**config.mk**
```make
export PLATFORM = sky130hd
export DESIGN_NAME = tdm_demux_1x4
export DESIGN_NICKNAME = d
export VERILOG_FILES = /design/src/rtl/tdm_demux_1x4.sv
export SDC_FILE = /design/constraint.sdc
export NUM_CORES = 1
export LEC_CHECK = 0
export ABC_AREA = 1
export CAP_MARGIN = 30
export CORE_MARGIN = 4
export CORE_UTILIZATION = 46
export CTS_CLUSTER_DIAMETER = 30
export DETAILED_ROUTE_END_ITERATION = 6
export PLACE_DENSITY = 0.75
export REMOVE_ABC_BUFFERS = 1
export SYNTH_ARGS = -nofsm -noshare
export SYNTH_HDL_FRONTEND = slang
export SYNTH_SLANG_ARGS = --single-unit
export TNS_END_PERCENT = 10
```
**constraint.sdc**
```tcl
create_clock -name clk -period 1.75 [get_ports clk]
set_input_delay 0.35 -clock clk [delete_from_list [all_inputs] [get_ports clk]]
set_output_delay 0.35 -clock clk [all_outputs]
set_load 0.05 [all_outputs]
```
**src/rtl/tdm_demux_1x4.sv**
```systemverilog
// 1:4 TDM demultiplexer: deserialises a 4-slot, 1-bit-per-slot frame stream
// aligned by fsync, with HUNT/LOCKED framing and error reporting.
module tdm_demux_1x4 (
  input  logic       clk,
  input  logic       rst_n,
  input  logic       en,
  input  logic       din,
  input  logic       fsync,
  output logic [3:0] y,
  output logic       valid,
  output logic [1:0] sel,
  output logic       locked,
  output logic       sync_err
);

  typedef enum logic {HUNT, LOCKED} state_t;

  state_t     state, state_nxt;
  logic [1:0] sel_nxt;
  // Slot 3 is never buffered: it goes straight into y with slots 0..2.
  logic [2:0] shadow, shadow_nxt;
  logic [3:0] y_nxt;
  logic       valid_nxt, err_nxt;

  always_ff @(posedge clk) begin
    if (!rst_n) begin
      state    <= HUNT;
      sel      <= '0;
      shadow   <= '0;
      y        <= '0;
      valid    <= 1'b0;
      sync_err <= 1'b0;
    end else begin
      state    <= state_nxt;
      sel      <= sel_nxt;
      shadow   <= shadow_nxt;
      y        <= y_nxt;
      valid    <= valid_nxt;
      sync_err <= err_nxt;
    end
  end

  always_comb begin
    state_nxt  = state;
    sel_nxt    = sel;
    shadow_nxt = shadow;
    y_nxt      = y;
    valid_nxt  = 1'b0;
    err_nxt    = 1'b0;
    if (en) begin
      unique case (state)
        HUNT: begin
          sel_nxt = '0;
          if (fsync) begin
            shadow_nxt[0] = din;
            sel_nxt       = 2'd1;
            state_nxt     = LOCKED;
          end
        end
        LOCKED: begin
          if (fsync) begin
            // Early marker restarts the frame from slot 0; aligned marker is clean.
            err_nxt       = (sel != 2'd0);
            shadow_nxt[0] = din;
            sel_nxt       = 2'd1;
          end else if (sel == 2'd0) begin
            err_nxt   = 1'b1;
            sel_nxt   = '0;
            state_nxt = HUNT;
          end else if (sel == 2'd3) begin
            y_nxt     = {din, shadow};
            valid_nxt = 1'b1;
            sel_nxt   = '0;
          end else begin
            shadow_nxt[sel] = din;
            sel_nxt         = sel + 2'd1;
          end
        end
        default: state_nxt = HUNT;
      endcase
    end
  end

  always_comb begin
    locked = (state == LOCKED);
  end

endmodule

```
==> impl_metrics.tcl, run 1 <==
set metrics [dict create \
    status "complete, no violations" \
    nets 106 \
    slowest_stage "dfxtp_1" \
    synth_top_family_by_area "simple AND/OR/NAND/NOR gates" \
    p_leak_nw 0.386 \
    yosys_warnings 0 \
    syn_inst 75 \
    wire_per_inst_um 10.3 \
    yosysSeqAreaShare_pct 40.1 \
    numPortBuffers 13 \
    final_cell_area_um2 767 \
    cp-start-kind "flop" \
    fp.coreArea_um2 1170 \
    timing_worst_setup_path_type "reg -> reg" \
    dr.pass1.iters 4 \
    syn_avg_cell_area_um2 7.99 \
    synthTopCellsByArea "dfxtp_1 40%, ha_1 15%, nor2_1 7.5%, nand2_1 6.9%, a21oi_1 5.0%" \
    place_hpwl_um 893 \
    postCtsSetupRepairBufs 0 \
    ctsHoldBuffers 0 \
    cts.path.max_buffers 2 \
    ir_drop_mv 0.585 \
    dpl.cell_count 103 \
    final_antenna_net_count 0 \
    diodes 0 \
    setup_viol 0 \
    drcViolationCount 0 \
    fmax_ghz 0.691 \
    area_growth_syn_to_layout_pct 28.0 \
    instances_no_fill 106 \
    grt_overflow_total 0 \
    timing.final.crit_share_pct 82.7 \
    synth_compound_area_share_pct 10.4 \
    placed_area_um2 744 \
    synthXorXnorAreaFrac_pct 0 \
    drv_slew 0 \
    synth_fa_ha_area_share_pct 14.6 \
    rows 12 \
    cp_max_fo 5 \
    start_util_pct 51.2 \
    end_kind "flop" \
    max-slew-margin-rel_pct 74.8 \
    wl_um 1090 \
    tritoncts "done" \
    dp_slack_ns 0.168 \
    cts_max_level 1 \
    drive_above_1_share_pct 21.7 \
    synth_mux_area_share_pct 0 \
    min-delay-path-class "reg -> reg" \
    skew_ns 0.000662 \
    via_per_inst 4.77 \
    crit_family "flip-flops" \
    num_io_pins 14 \
    yosysUniqueCellTypes 16 \
    p_per_area_nw_per_um2 684 \
    maxCapViolations 0 \
    track_usage_pct 13.0 \
    cts.reportedPaths.clkPinSlew_ns 0.07 \
    dieArea_um2 1940 \
    fin_crit_ns 1.45 \
    syn_area_um2 599 \
    timing.final.ws_setup_ns 0.302 \
    globalplace.congestion 0.788 \
    synth_top_cell_by_area "dfxtp_1" \
    cts_made_buffers 3 \
    final.setup.tns_ns 0 \
    fp.dieW_um 44.1 \
    antenna_found_initial 0 \
    worstPathRequired_ns 1.91 \
    synthSimpleGateAreaFrac_pct 28.6 \
    clock_latency_ns 0.26 \
    drt-initial-drc-count 15 \
    die_y_um 44.1 \
    worst_pin_slew_ns 0.378 \
    cp_data_arrival_time_ns 1.61 \
    path_cells "inv_1 -> ha_1 -> inv_1 -> ha_1 -> nand2_1 -> nor2_4 -> inv_2 -> nor2_1 -> nor2_1" \
    cts-root-buf "clkbuf_4" \
    hold_viol 0 \
    holdWs_ns 0.470 \
    synth_top_cell_area_share_pct 40.1 \
    cts_sinks 12 \
    ys_seq_elements 12 \
    grt_max_degree 9 \
    grt_pass1_vias 441 \
    grt_setup_unrepaired "false" \
    num_vias 506 \
    cts_resized 0 \
    cp_num_buf_inv 3 \
    cpPeakStageDelay_ns 0.39 \
    grt_pass1_wl_um 1860 \
]
## power breakdown
part | internal, mW | switching, mW
logic | 0.0315 | 0.0472
clock network | 0.0794 | 0.0793
registers | 0.279 | 0.00840
total | 0.390 | 0.135
## worst paths after layout
kind	start	endpoint	slack, ns	cells past startpoint
hold reg to reg	shadow[2]$_SDFFE_PN0P_	shadow[2]$_SDFFE_PN0P_	0.47	2
setup / recovery	sel[0]$_SDFFE_PN0P_	y[0]$_SDFFE_PN0P_	0.30	9
hold / removal	shadow[2]$_SDFFE_PN0P_	shadow[2]$_SDFFE_PN0P_	0.47	2
setup reg to reg	sel[0]$_SDFFE_PN0P_	y[0]$_SDFFE_PN0P_	0.30	9
## final cells by class
type,count,area [um^2]
repair buffers,14,128
well taps,14,17.5
fillers,109,404
flip-flops and latches,12,240
inverters,10,37.5
clock buffers,3,22.5
multi-input cells,53,322
## worst register-to-register path, cell delays in order, from the launching register on
cell	delay (ns)
dfxtp_1	0.39
inv_1	0.12
ha_1	0.21
inv_1	0.06
ha_1	0.13
nand2_1	0.07
nor2_4	0.14
inv_2	0.07
nor2_1	0.09
nor2_1	0.05
## cells in the final DEF (no fill, tap or decap), drive strengths merged
cell type | synthesis | routed
inv | 10 | 10
nand2 | 13 | 13
a211oi | 1 | 1
clkbuf | 0 | 3
nand3 | 6 | 6
ha | 7 | 7
a21oi | 6 | 6
nor4 | 1 | 1
o21ai | 5 | 5
nor2 | 14 | 14
clkdlybuf4s50 | 0 | 4
dfxtp | 12 | 12
buf | 0 | 10
## cells in the mapped netlist
library cell,count
a211oi_1,1
nand2_1,11
dfxtp_1,12
inv_2,3
nor2_4,1
nor4_1,1
ha_1,7
nand2_4,1
o21ai_0,1
nor2_8,1
nand2_2,1
nand3_1,6
nor2_1,12
o21ai_1,4
a21oi_1,6
inv_1,7
## stage by stage
step / util [%] / power, mW
5_1_grt: 65.5 / 0.553
2_1_floorplan: - / 0.338
6_report: 65.5 / 0.525
3_3_place_gp: 63.6 / 0.373
3_5_place_dp: 63.6 / 0.373
4_1_cts: 65.5 / 0.532
## cells by family after synthesis
family	Yosys count
simple gates	34
fa+ha+maj	7
buf+inv	10
flops	12
compound gates	12
## layer usage
| metal | wire (um) | share of wire [%] | track usage, % | up-vias |
|---|---|---|---|---|
| met5 | 0 | 0 | 0 | - |
| met4 | 8 | 0.73 | 1.81 | 0 |
| met3 | 63 | 5.8 | 6.10 | 2 |
| met2 | 505 | 46 | 20.3 | 10 |
| met1 | 516 | 47 | 16.5 | 217 |
| li1 | - | - | - | 277 |
## flip-flops by register name, indices dropped and copies added, names as in the netlist
name / cells
shadow: 3
sync_err: 1
locked: 1
y: 4
sel: 2
valid: 1
No activity file was read; power rests on OpenSTA's default activity.
==> run 2: changes to the inputs <==
==> constraint.sdc (replaced) <==
create_clock -name clk -period 1.39 [get_ports clk]
set_input_delay 0.278 -clock clk [delete_from_list [all_inputs] [get_ports clk]]
set_output_delay 0.278 -clock clk [all_outputs]
set_load 0.05 [all_outputs]
==> impl_metrics.tcl, run 2 (same netlist as run 1, synthesis figures left out) <==
set metrics [dict create \
    status "complete, but fails checks" \
    violations "negative setup slack" \
    antenna_found_initial 0 \
    num_io_pins 14 \
    instances_no_fill 114 \
    cts_sinks 12 \
    largest_reg_flops 4 \
    num_vias 595 \
    p_leak_nw 0.445 \
    nets 113 \
    grt_pass1_vias 560 \
    ir_drop_mv 0.562 \
    dr.pass1.iters 4 \
    area_growth_syn_to_layout_pct 58.7 \
    drt-initial-drc-count 5 \
    r2r_setup_slack_ns -0.002 \
    rows 12 \
    end_kind "flop" \
    grt_pass1_wl_um 2390 \
    reg_top3 "y x4, shadow x3, sel x2" \
    cp_max_fo 5 \
    cts.reportedPaths.clkPinSlew_ns 0.09 \
    cts.path.max_buffers 2 \
    drcViolationCount 0 \
    top_register "y" \
    via_per_inst 5.22 \
    maxCapViolations 0 \
    fp.coreArea_um2 1170 \
    skew_ns 0.0120 \
    cts_made_buffers 3 \
    seqCellArea_um2 243 \
    diodes 0 \
    final_antenna_net_count 0 \
    timing.final.crit_share_pct 100 \
    globalplace.congestion 0.783 \
    die_y_um 44.1 \
    hold_viol 0 \
    fp.dieW_um 44.1 \
    grt_max_degree 8 \
    drv_slew 0 \
    track_usage_pct 16.5 \
    place_hpwl_um 1150 \
    timing.final.ws_setup_ns -0.00239 \
    dpl.cell_count 109 \
    p_per_area_nw_per_um2 811 \
    final.setup.tns_ns -0.00239 \
    n_fill_cell 70 \
    fmax_ghz 0.718 \
    timing_worst_setup_path_type "reg -> reg" \
    fin_crit_ns 1.39 \
    grt_overflow_total 0 \
    clock_latency_ns 0.27 \
    dieArea_um2 1940 \
    max-slew-margin-rel_pct 80.1 \
    ctsHoldBuffers 0 \
    wl_um 1530 \
    wire_per_inst_um 13.5 \
    tritoncts "done" \
    cp-start-kind "flop" \
    multi_input_area_um2 337 \
    drive_above_1_share_pct 39.0 \
    setup_viol 1 \
    cts_max_level 1 \
    worstPathRequired_ns 1.55 \
    min-delay-path-class "reg -> reg" \
    final_cell_mix "10 x nand2_1, 10 x dfxtp_1, 9 x nor2_1, 9 x buf_12, 8 x buf_4" \
    start_util_pct 51.2 \
    cts-root-buf "clkbuf_4" \
    numPortBuffers 13 \
    worst_pin_slew_ns 0.298 \
    cp_data_arrival_time_ns 1.55 \
]
-- run 2: changes by cell type in the layout (fill, tap and decap cells not counted) --
cell / before / now
nor2_1: 12 / 9
nand2_2: 1 / 2
ha_2: 0 / 2
clkbuf_8: 0 / 1
nor2_2: 0 / 3
dfxtp_1: 12 / 10
buf_4: 9 / 8
inv_1: 7 / 4
nand2_1: 11 / 10
inv_2: 3 / 6
dfxtp_2: 0 / 2
buf_12: 1 / 9
ha_1: 7 / 5
-- run 2: report_power, final --
group          internal, mW  total [mW]  switching, mW
Combinational        0.0606       0.133         0.0728
Sequential            0.351       0.360        0.00886
Clock                 0.159       0.278          0.119
Total                 0.571       0.771          0.200
-- run 2: worst max-delay path, stage by stage (launching register included) --
cell and delay, ns:
dfxtp_2 0.35, inv_2 0.06, ha_2 0.17, inv_2 0.05, ha_2 0.16, nand2_2 0.06, nor2_4 0.14, inv_2 0.09
nor2_1 0.14, nor2_1 0.06
-- run 2: per-layer routing --
metal / vias to the layer above / part of all wire, % / routed length [um] / global-route usage [%]
met5: - / 0 / 0 / 0
met4: 0 / 4.0 / 61 / 9.04
met3: 8 / 4.5 / 69 / 3.25
met2: 21 / 51 / 784 / 27.0
met1: 273 / 40 / 619 / 20.2
li1: 293 / - / - / -
-- run 2: through the flow --
| step | instance area, um^2 | total power, mW | worst slack (ns) | utilization [%] | hold WS (ns) |
|---|---|---|---|---|---|
| floorplan | 599 | 0.426 | -0.357 | - | 0.392 |
| global placement | 890 | 0.490 | -0.0793 | 76.0 | 0.457 |
| detailed placement | 890 | 0.495 | -0.0990 | 76.0 | 0.455 |
| finish | 951 | 0.771 | -0.00239 | 81.2 | 0.475 |
| global route | 951 | 0.803 | -0.0717 | 81.2 | 0.504 |
| CTS | 930 | 0.773 | 0.0153 | 79.4 | 0.468 |
-- run 2: final timing paths --
| kind | depth (start not counted) | start | to |
|---|---|---|---|
| setup reg to reg | 9 | sel[1]$_SDFFE_PN0P_ | y[0]$_SDFFE_PN0P_ |
| hold reg to reg | 2 | shadow[2]$_SDFFE_PN0P_ | shadow[2]$_SDFFE_PN0P_ |
| setup / recovery | 9 | sel[1]$_SDFFE_PN0P_ | y[0]$_SDFFE_PN0P_ |
| hold / removal | 2 | shadow[2]$_SDFFE_PN0P_ | shadow[2]$_SDFFE_PN0P_ |
-- run 2: timing repair --
| action | 4_1_cts | 5_1_grt |
|---|---|---|
| gates cloned | 0 | 0 |
| resized for setup | 4 | 7 |
| endpoints found under the setup margin | 4 | 4 |
| setup buffers | 0 | 1 |
| pin swaps | 1 | 2 |
-- run 2: final cells by class --
| type | count | area share, % |
|---|---|---|
| repair buffers | 21 | 29.5 |
| flip-flops and latches | 12 | 25.5 |
| inverters | 10 | 3.95 |
| multi-input cells | 53 | 35.4 |
| clock buffers | 4 | 3.82 |
| well taps | 14 | 1.84 |
==> run 3: changes to the inputs <==
--- a/config.mk
+++ b/config.mk
@@ -13,6 +13,7 @@
 export DETAILED_ROUTE_END_ITERATION = 6
 export PLACE_DENSITY = 0.75
 export REMOVE_ABC_BUFFERS = 1
+export SETUP_SLACK_MARGIN = 0.15
 export SYNTH_ARGS = -nofsm -noshare
 export SYNTH_HDL_FRONTEND = slang
 export SYNTH_SLANG_ARGS = --single-unit
==> impl_metrics.tcl, run 3 (same netlist as run 1, synthesis figures left out) <==
set metrics [dict create \
    status "complete, no violations" \
    antenna_found_initial 0 \
    p_per_area_nw_per_um2 782 \
    rows 12 \
    wl_um 1870 \
    final.setup.tns_ns 0 \
    hold_viol 0 \
    setup_viol 0 \
    cp_num_buf_inv 2 \
    num_io_pins 14 \
    utilization_pct 87.0 \
    skew_ns 0.00668 \
    drcViolationCount 0 \
    maxCapViolations 0 \
    ctsHoldBuffers 0 \
    instances_no_fill 116 \
    cts_made_buffers 3 \
    dr.pass1.iters 4 \
    globalplace.congestion 0.783 \
    cts_sinks 12 \
    cp_max_fo 5 \
    final_cell_mix "10 x nand2_1, 10 x dfxtp_1, 9 x buf_12, 8 x nor2_1, 8 x buf_4" \
    cts_max_level 1 \
    grt_overflow_total 0 \
    area_growth_syn_to_layout_pct 69.9 \
    path_cells "clkdlybuf4s50_1 -> nand2_4 -> nor2_4 -> buf_6 -> o21ai_2 -> nor2_1" \
    cts.reportedPaths.clkPinSlew_ns 0.08 \
    fp.dieW_um 44.1 \
    cts-root-buf "clkbuf_4" \
    r2r_cells 9 \
    reg_top3 "y x4, shadow x3, sel x2" \
    cp-start-kind "input pin" \
    wire_per_inst_um 16.1 \
    diodes 0 \
    grt_setup_unrepaired "true" \
    crit_family "buffers and inverters" \
    grt_pass1_wl_um 2860 \
    path_depth 6 \
    drv_slew 0 \
    fmax_ghz 0.752 \
    drt-initial-drc-count 25 \
    grt_pass1_vias 635 \
    clock_latency_ns 0.27 \
    cpPeakStageDelay_ns 0.62 \
    drive_above_1_share_pct 44.1 \
    timing.final.crit_share_pct 95.6 \
    ir_drop_mv 0.575 \
    track_usage_pct 20.2 \
    min-delay-path-class "reg -> reg" \
    tritoncts "done" \
    fp.coreArea_um2 1170 \
    worst_pin_slew_ns 0.348 \
    cp_data_arrival_time_ns 1.53 \
    die_y_um 44.1 \
    top_register "y" \
    final_antenna_net_count 0 \
    place_hpwl_um 1150 \
    dieArea_um2 1940 \
    timing_worst_setup_path_type "in -> reg" \
    cts.path.max_buffers 2 \
    start_util_pct 51.2 \
    numPortBuffers 13 \
    dpl.cell_count 109 \
    fin_crit_ns 1.33 \
    end_kind "flop" \
    nets 115 \
    via_per_inst 5.59 \
    largest_reg_flops 4 \
    p_leak_nw 0.472 \
    total_power_uw 797 \
    worstPathRequired_ns 1.59 \
    hold_path_depth 2 \
    grt_max_degree 8 \
    max-slew-margin-rel_pct 76.8 \
    num_vias 648 \
    slowest_stage "clkdlybuf4s50_1" \
]
==> run 3: cell count changes in the layout (fill, tap and decap cells not counted), sizes merged <==
cell,delta
buf,+2
==> run 3: worst min-delay path, stage by stage (launching register included) <==
cell	delay [ns]
dfxtp_1	0.32
nand2_1	0.06
a21oi_1	0.05
==> run 3: worst paths after layout <==
| kind | startpoint | to | slack [ns] |
|---|---|---|---|
| hold / removal | shadow[2]$_SDFFE_PN0P_ | shadow[2]$_SDFFE_PN0P_ | 0.48 |
| setup / recovery | en | y[3]$_SDFFE_PN0P_ | 0.06 |
| hold reg to reg | shadow[2]$_SDFFE_PN0P_ | shadow[2]$_SDFFE_PN0P_ | 0.48 |
| setup reg to reg | sel[1]$_SDFFE_PN0P_ | y[3]$_SDFFE_PN0P_ | 0.06 |
==> run 3: repair_timing <==
| action | in CTS | in global routing |
|---|---|---|
| pin swaps | 3 | 3 |
| setup endpoints to repair | 6 | 11 |
| resized for setup | 16 | 7 |
| cloned | 0 | 0 |
| setup buffers | 3 | 0 |
==> run 3: area by class of cell <==
cell class              count  area, um^2
fillers                    58         153
inverters                  10        45.0
well taps                  14        17.5
flip-flops and latches     12         243
repair buffers             23         303
clock buffers               4        36.3
multi-input cells          53         374
==> run 3: per-layer routing <==
metal	GRT usage, %	wire, um
met4	9.04	53
met3	3.25	100
met1	23.4	748
met5	0	0
met2	36.0	968
==> run 3: power breakdown <==
group	internal [mW]	switching (mW)	leakage [nW]	total (mW)
clock	0.159	0.124	0.0210	0.284
sequential	0.351	0.0110	0.0982	0.362
combinational	0.0683	0.0826	0.353	0.151
==> run 3: through the flow <==
step	hold slack [ns]	worst slack [ns]	cell area, um^2
2_1_floorplan	0.392	-0.357	599
3_3_place_gp	0.457	-0.0793	890
3_5_place_dp	0.455	-0.0990	890
4_1_cts	0.466	0.121	998
5_1_grt	0.503	-0.00283	1020
6_report	0.476	0.0607	1020
